<file path="config.mk">
export PLATFORM = sky130hd
export DESIGN_NAME = a_channel_sink
export DESIGN_NICKNAME = d
export VERILOG_FILES = /design/src/rtl/a_channel_sink.sv
export SDC_FILE = /design/constraint.sdc
export NUM_CORES = 1
export LEC_CHECK = 0
export ABC_AREA = 1
export CAP_MARGIN = 5
export CELL_PAD_IN_SITES_DETAIL_PLACEMENT = 1
export CELL_PAD_IN_SITES_GLOBAL_PLACEMENT = 1
export CORE_MARGIN = 1
export CORE_UTILIZATION = 41
export DETAILED_ROUTE_END_ITERATION = 16
export HOLD_SLACK_MARGIN = 0.08
export PLACE_DENSITY_LB_ADDON = 0.1
export SLEW_MARGIN = 20
export SYNTH_ARGS = -nofsm -noshare
export SYNTH_HDL_FRONTEND = slang
export SYNTH_SLANG_ARGS = --single-unit
</file>
<file path="constraint.sdc">
create_clock -name clk -period 3.3 [get_ports clk]
set_clock_uncertainty 0.1 [all_clocks]
set_input_delay 0.66 -clock clk [delete_from_list [all_inputs] [get_ports clk]]
set_output_delay 0.66 -clock clk [all_outputs]
set_load 0.02 [all_outputs]
</file>
<file path="src/rtl/a_channel_sink.sv">
// A-channel sink: builds 4-beat messages from byte beats, checks the beat protocol
// and queues finished messages in a small FIFO for the consumer.
module a_channel_sink #(
    parameter int FIFO_DEPTH = 4
) (
    input  logic        clk,
    input  logic        reset,
    input  logic        a_valid,
    output logic        a_ready,
    input  logic [3:0]  a_opcode,
    input  logic [1:0]  a_beat,
    input  logic [7:0]  a_data,
    output logic        msg_valid,
    input  logic        msg_ready,
    output logic [3:0]  msg_opcode,
    output logic [31:0] msg_data,
    output logic        err_valid,
    output logic [1:0]  err_code,
    output logic [15:0] msg_count
);
    localparam int AW = $clog2(FIFO_DEPTH);

    typedef enum logic {IDLE, COLLECT} state_t;

    state_t      r_state;
    logic [1:0]  r_expected;
    logic [3:0]  r_opcode;
    logic [23:0] r_data;
    logic        r_err_valid;
    logic [1:0]  r_err_code;
    logic [15:0] r_msg_count;
    logic [AW:0] r_wptr;
    logic [AW:0] r_rptr;
    logic [3:0]  r_fifo_op   [FIFO_DEPTH];
    logic [31:0] r_fifo_data [FIFO_DEPTH];

    logic        w_full;
    logic        w_empty;
    logic        w_accept;
    logic        w_push;
    logic        w_pop;
    logic [1:0]  w_exp;
    logic [1:0]  w_err;

    // Extra pointer bit separates full from empty when the indices match.
    assign w_full  = (r_wptr[AW] != r_rptr[AW]) && (r_wptr[AW-1:0] == r_rptr[AW-1:0]);
    assign w_empty = (r_wptr == r_rptr);

    assign a_ready   = !reset && !w_full;
    assign w_accept  = a_valid && a_ready;
    assign msg_valid = !reset && !w_empty;
    assign w_pop     = msg_valid && msg_ready;
    assign w_exp     = (r_state == IDLE) ? 2'd0 : r_expected;

    always_comb begin
        w_err = 2'd0;
        if (a_opcode[3])
            w_err = 2'd3;
        else if (a_beat != w_exp)
            w_err = 2'd1;
        else if (r_state == COLLECT && a_opcode != r_opcode)
            w_err = 2'd2;
    end

    assign w_push = w_accept && (w_err == 2'd0) && (r_state == COLLECT) && (r_expected == 2'd3);

    always_ff @(posedge clk) begin
        if (reset) begin
            r_state     <= IDLE;
            r_expected  <= 2'd0;
            r_opcode    <= 4'd0;
            r_data      <= 24'd0;
            r_err_valid <= 1'b0;
            r_err_code  <= 2'd0;
            r_msg_count <= 16'd0;
            r_wptr      <= '0;
            r_rptr      <= '0;
        end else begin
            r_err_valid <= w_accept && (w_err != 2'd0);
            r_err_code  <= w_accept ? w_err : 2'd0;
            if (w_accept) begin
                if (w_err != 2'd0) begin
                    r_state    <= IDLE;
                    r_expected <= 2'd0;
                end else if (r_state == IDLE) begin
                    r_opcode     <= a_opcode;
                    r_data[7:0]  <= a_data;
                    r_expected   <= 2'd1;
                    r_state      <= COLLECT;
                end else if (r_expected != 2'd3) begin
                    if (r_expected == 2'd1)
                        r_data[15:8] <= a_data;
                    else
                        r_data[23:16] <= a_data;
                    r_expected <= r_expected + 2'd1;
                end else begin
                    r_state    <= IDLE;
                    r_expected <= 2'd0;
                end
            end
            if (w_push) begin
                r_wptr      <= r_wptr + 1'b1;
                r_msg_count <= r_msg_count + 16'd1;
            end
            if (w_pop)
                r_rptr <= r_rptr + 1'b1;
        end
    end

    // The last beat goes straight into the FIFO, so the message is visible next cycle.
    always_ff @(posedge clk) begin
        if (w_push) begin
            r_fifo_op[r_wptr[AW-1:0]]   <= r_opcode;
            r_fifo_data[r_wptr[AW-1:0]] <= {a_data, r_data};
        end
    end

    assign msg_opcode = msg_valid ? r_fifo_op[r_rptr[AW-1:0]]   : 4'd0;
    assign msg_data   = msg_valid ? r_fifo_data[r_rptr[AW-1:0]] : 32'd0;
    assign err_valid  = !reset && r_err_valid;
    assign err_code   = reset ? 2'd0 : r_err_code;
    assign msg_count  = reset ? 16'd0 : r_msg_count;

endmodule

</file>
==> impl_metrics.env <==
export IMPL_io_buffer_count=74
export IMPL_vias_per_cell=5.19
export IMPL_nNetsFinal=989
export IMPL_fin_crit_sh_pct=95.3
export IMPL_synth_warnings=0
export IMPL_tns_ns=0
export IMPL_synthTopCellsByArea="edfxtp_1 (50%), dfxtp_1 (14%), nor2_1 (9.2%), o21ai_0 (5.3%), nand2_1 (4.5%)"
export IMPL_end_kind="output port"
export IMPL_min_path_type="reg -> reg"
export IMPL_h_tree_depth=1
export IMPL_die_y_um=147
export IMPL_combinationalPowerShare_pct=1.9
export IMPL_syn_area_per_cell_um2=9.70
export IMPL_switchingPower_w=0.00105
export IMPL_p_leak_nw=3.84
export IMPL_min_to="r_msg_count[14]$_SDFFE_PP0P_"
export IMPL_gp_congestion=0.808
export IMPL_clock_fmax_mhz=318
export IMPL_wl_per_cell_um=18.1
export IMPL_holdWs_ns=0.379
export IMPL_start_util_pct=42.2
export IMPL_synthToLayoutAreaGrowth_pct=23.1
export IMPL_cts_buffers=22
export IMPL_antenna_found_initial=0
export IMPL_reg2reg_to="r_fifo_data[0][13]$_DFFE_PP_"
export IMPL_p_int_w=0.00431
export IMPL_yosysTopAreaCellShare_pct=50.4
export IMPL_slew_headroom_pct=67.3
export IMPL_min_path_cells=2
export IMPL_final_max_slew_viol_count=0
export IMPL_synth_area_um2=8580
export IMPL_ys_seq_area_share_pct=63.9
export IMPL_power_frac_seq_pct=50.4
export IMPL_drtPass1Iterations=4
export IMPL_io_pin_count=75
export IMPL_clock_power_share_pct=47.7
export IMPL_drc=0
export IMPL_clk_path_buf_depth=3
export IMPL_cp_slowest_stage_delay_ns=0.64
export IMPL_ys_ff_latch=202
export IMPL_grt_start_max_net_pins=73
export IMPL_cp_cell_sequence="buf_4 > nor2_1 > nor2_1 > o21ai_0 > a21oi_1 > clkdlybuf4s50_1"
export IMPL_hold_viol_final=0
export IMPL_pre_cts_slack_ns=0.171
export IMPL_route_met3_wl_um=721
export IMPL_core_um2=20400
export IMPL_worstHoldStart="r_msg_count[14]$_SDFFE_PP0P_"
export IMPL_clkSlewWorstSetupHoldPaths_ns=0.06
export IMPL_dr_max_layer_used="met4"
export IMPL_vdd_ir_drop_max_mv=0.308
export IMPL_syn_inst=885
export IMPL_clock_root_buffer="clkbuf_16"
export IMPL_grt_pass1_wl_um=36100
export IMPL_cp_arrival_ns=2.39
export IMPL_wirelength_um=22600
export IMPL_r2r_slack_ns=0.77
export IMPL_worstSetupStartpointType="flop"
export IMPL_worst_pin_slew_ns=0.491
export IMPL_slowest_stage="clkdlybuf4s50_1"
export IMPL_clk_latency_ns=0.50
export IMPL_worstReg2RegStart="r_state$_SDFFE_PP0N_"
export IMPL_cts_tree="yes"
export IMPL_cp_required_ns=2.54
export IMPL_synth_fp_nets=911
export IMPL_outcome="finished, final reports clean"
export IMPL_worst_slack_ns=0.154
export IMPL_hpwlAfterDp_um=14600
export IMPL_fp_dieW_um=147
export IMPL_cts_num_sinks=202
export IMPL_drt_iter0_drc=277
export IMPL_synth_cell_types=27
export IMPL_path_class="reg -> out"
export IMPL_fin_cells=1249
export IMPL_setup_viol=0
export IMPL_path_common_cell="nor2_1"
export IMPL_num_antenna_cells=0
export IMPL_track_usage_pct=21.2
export IMPL_powerDensity_nw_per_um2=507
export IMPL_drive_gt1_share_pct=8.17
export IMPL_gr_total_overflow=0
export IMPL_met1_length_um=9440
export IMPL_first_global_vias=6976
export IMPL_vias=6478
export IMPL_rsz0062_at_grt="false"
export IMPL_switching_share_pct=19.5
export IMPL_rr_worst_depth=9
export IMPL_period_needed_ns=3.15
export IMPL_die_area_um2=21500
export IMPL_cts_setup_buffers=0
export IMPL_cap_violations=0
export IMPL_rows=52
export IMPL_synth_top_cell_by_area="edfxtp_1"
export IMPL_worstPathMaxFanout=17
export IMPL_ant_nets=0
export IMPL_route_met2_wl_um=11900
export IMPL_placedCellCount=1208
## sequential cells by signal, indices dropped and copies added, names as in the netlist, named ones only
name,cells
r_rptr,3
r_expected,2
r_fifo_op,16
r_data,24
r_opcode,4
r_fifo_data,128
r_err_valid,1
r_wptr,3
r_msg_count,16
r_err_code,2
r_state,1
## cells in the final DEF, fill, tap and decap left out, drive strengths merged
cell type / n
nand3: 35
nor2: 214
ha: 8
nand4: 24
xor2: 4
bufinv: 1
clkinvlp: 2
clkbuf: 35
inv: 78
nor3: 5
edfxtp: 144
clkinv: 5
dfxtp: 58
nor4: 1
o21ai: 92
a21oi: 71
nand2: 106
buf: 22
clkdlybuf4s50: 74
## per-layer routing
layer	track usage, %	up-vias
li1	-	3131
met1	24.7	3200
met2	40.7	109
met3	2.48	38
met4	5.83	0
met5	0	-
## cell usage after synthesis
cell type / number
buf_1: 8
nand3_4: 3
inv_2: 4
clkinv_1: 2
edfxtp_1: 144
nand3_1: 31
o21ai_0: 91
clkbuf_1: 29
a21oi_1: 71
buf_2: 2
nor2_1: 210
nand4_1: 24
nor3_1: 4
dfxtp_1: 58
nand2_2: 3
buf_4: 1
nor3_4: 1
o21ai_1: 1
xor2_1: 4
nand3_2: 1
inv_1: 74
nor2_4: 3
nor2_8: 1
buf_6: 3
ha_1: 8
nand2_1: 103
nor4_1: 1
## final cells by class
type	instances	area, um^2
Tap cell	270	338
Inverter	80	300
Timing Repair Buffer	97	1030
Multi-Input combinational cell	560	2630
Clock inverter	6	60.1
Clock buffer	34	719
Sequential cell	202	5490
Fill cell	2269	9800
## through the flow
step	area (um^2)	power [W]	util (%)
finish	10600	0.00536	51.9
global route	10600	0.00551	51.9
CTS	10500	0.00541	51.7
detailed placement	9750	0.00286	47.9
global placement	9750	0.00286	47.9
floorplan	8580	0.00280	-
## worst max path at each step
| stage | from | endpoint | slack (ns) | cells after the start |
|---|---|---|---|---|
| 3_3_place_gp | reset | msg_data[6] | 0.19 | 6 |
| 3_5_place_dp | a_beat[1] | r_fifo_data[3][23]$_DFFE_PP_ | 0.17 | 11 |
| 6_report | flop | msg_data[7] | 0.15 | 6 |
| 4_1_cts | flop | msg_data[27] | 0.03 | 5 |
| 5_1_grt | r_wptr[0]$_SDFFE_PP0P_ | msg_data[17] | 0.03 | 8 |
| 2_1_floorplan | reset | r_fifo_data[0][0]$_DFFE_PP_ | -0.18 | 6 |
## power groups by stage
| stage | clock [W] | sequential, W | combinational, W |
|---|---|---|---|
| 2_1_floorplan | 0 | 0.00275 | 0.0000501 |
| 6_report | 0.00256 | 0.00270 | 0.000103 |
| 5_1_grt | 0.00270 | 0.00270 | 0.000113 |
| 3_3_place_gp | 0 | 0.00276 | 0.000100 |
| 3_5_place_dp | 0 | 0.00276 | 0.000104 |
| 4_1_cts | 0.00261 | 0.00270 | 0.000104 |
## cell families after synthesis
family | share of synthesized area, %
XOR/XNOR | 0.408
buffers and inverters | 5.71
AND/OR/NAND/NOR | 19.3
flip-flops | 63.9
AO/OA/AOI/OAI | 9.50
adder cells (fa/ha/maj) | 1.17
## critical path, delay by kind of cell (launching register included)
family	cells	cell delay, ns
buffers and inverters	2	0.92
flip-flops	1	0.47
AND/OR/NAND/NOR	2	0.21
AO/OA/AOI/OAI	2	0.29
## what timing repair did
item	CTS	global route
hold buffers	0	0
setup endpoints to repair	36	3
gates resized for setup	2	2
pin swaps	0	0
cloned	0	1
hold endpoints to repair	0	0
(Power assumes the default switching activity.)
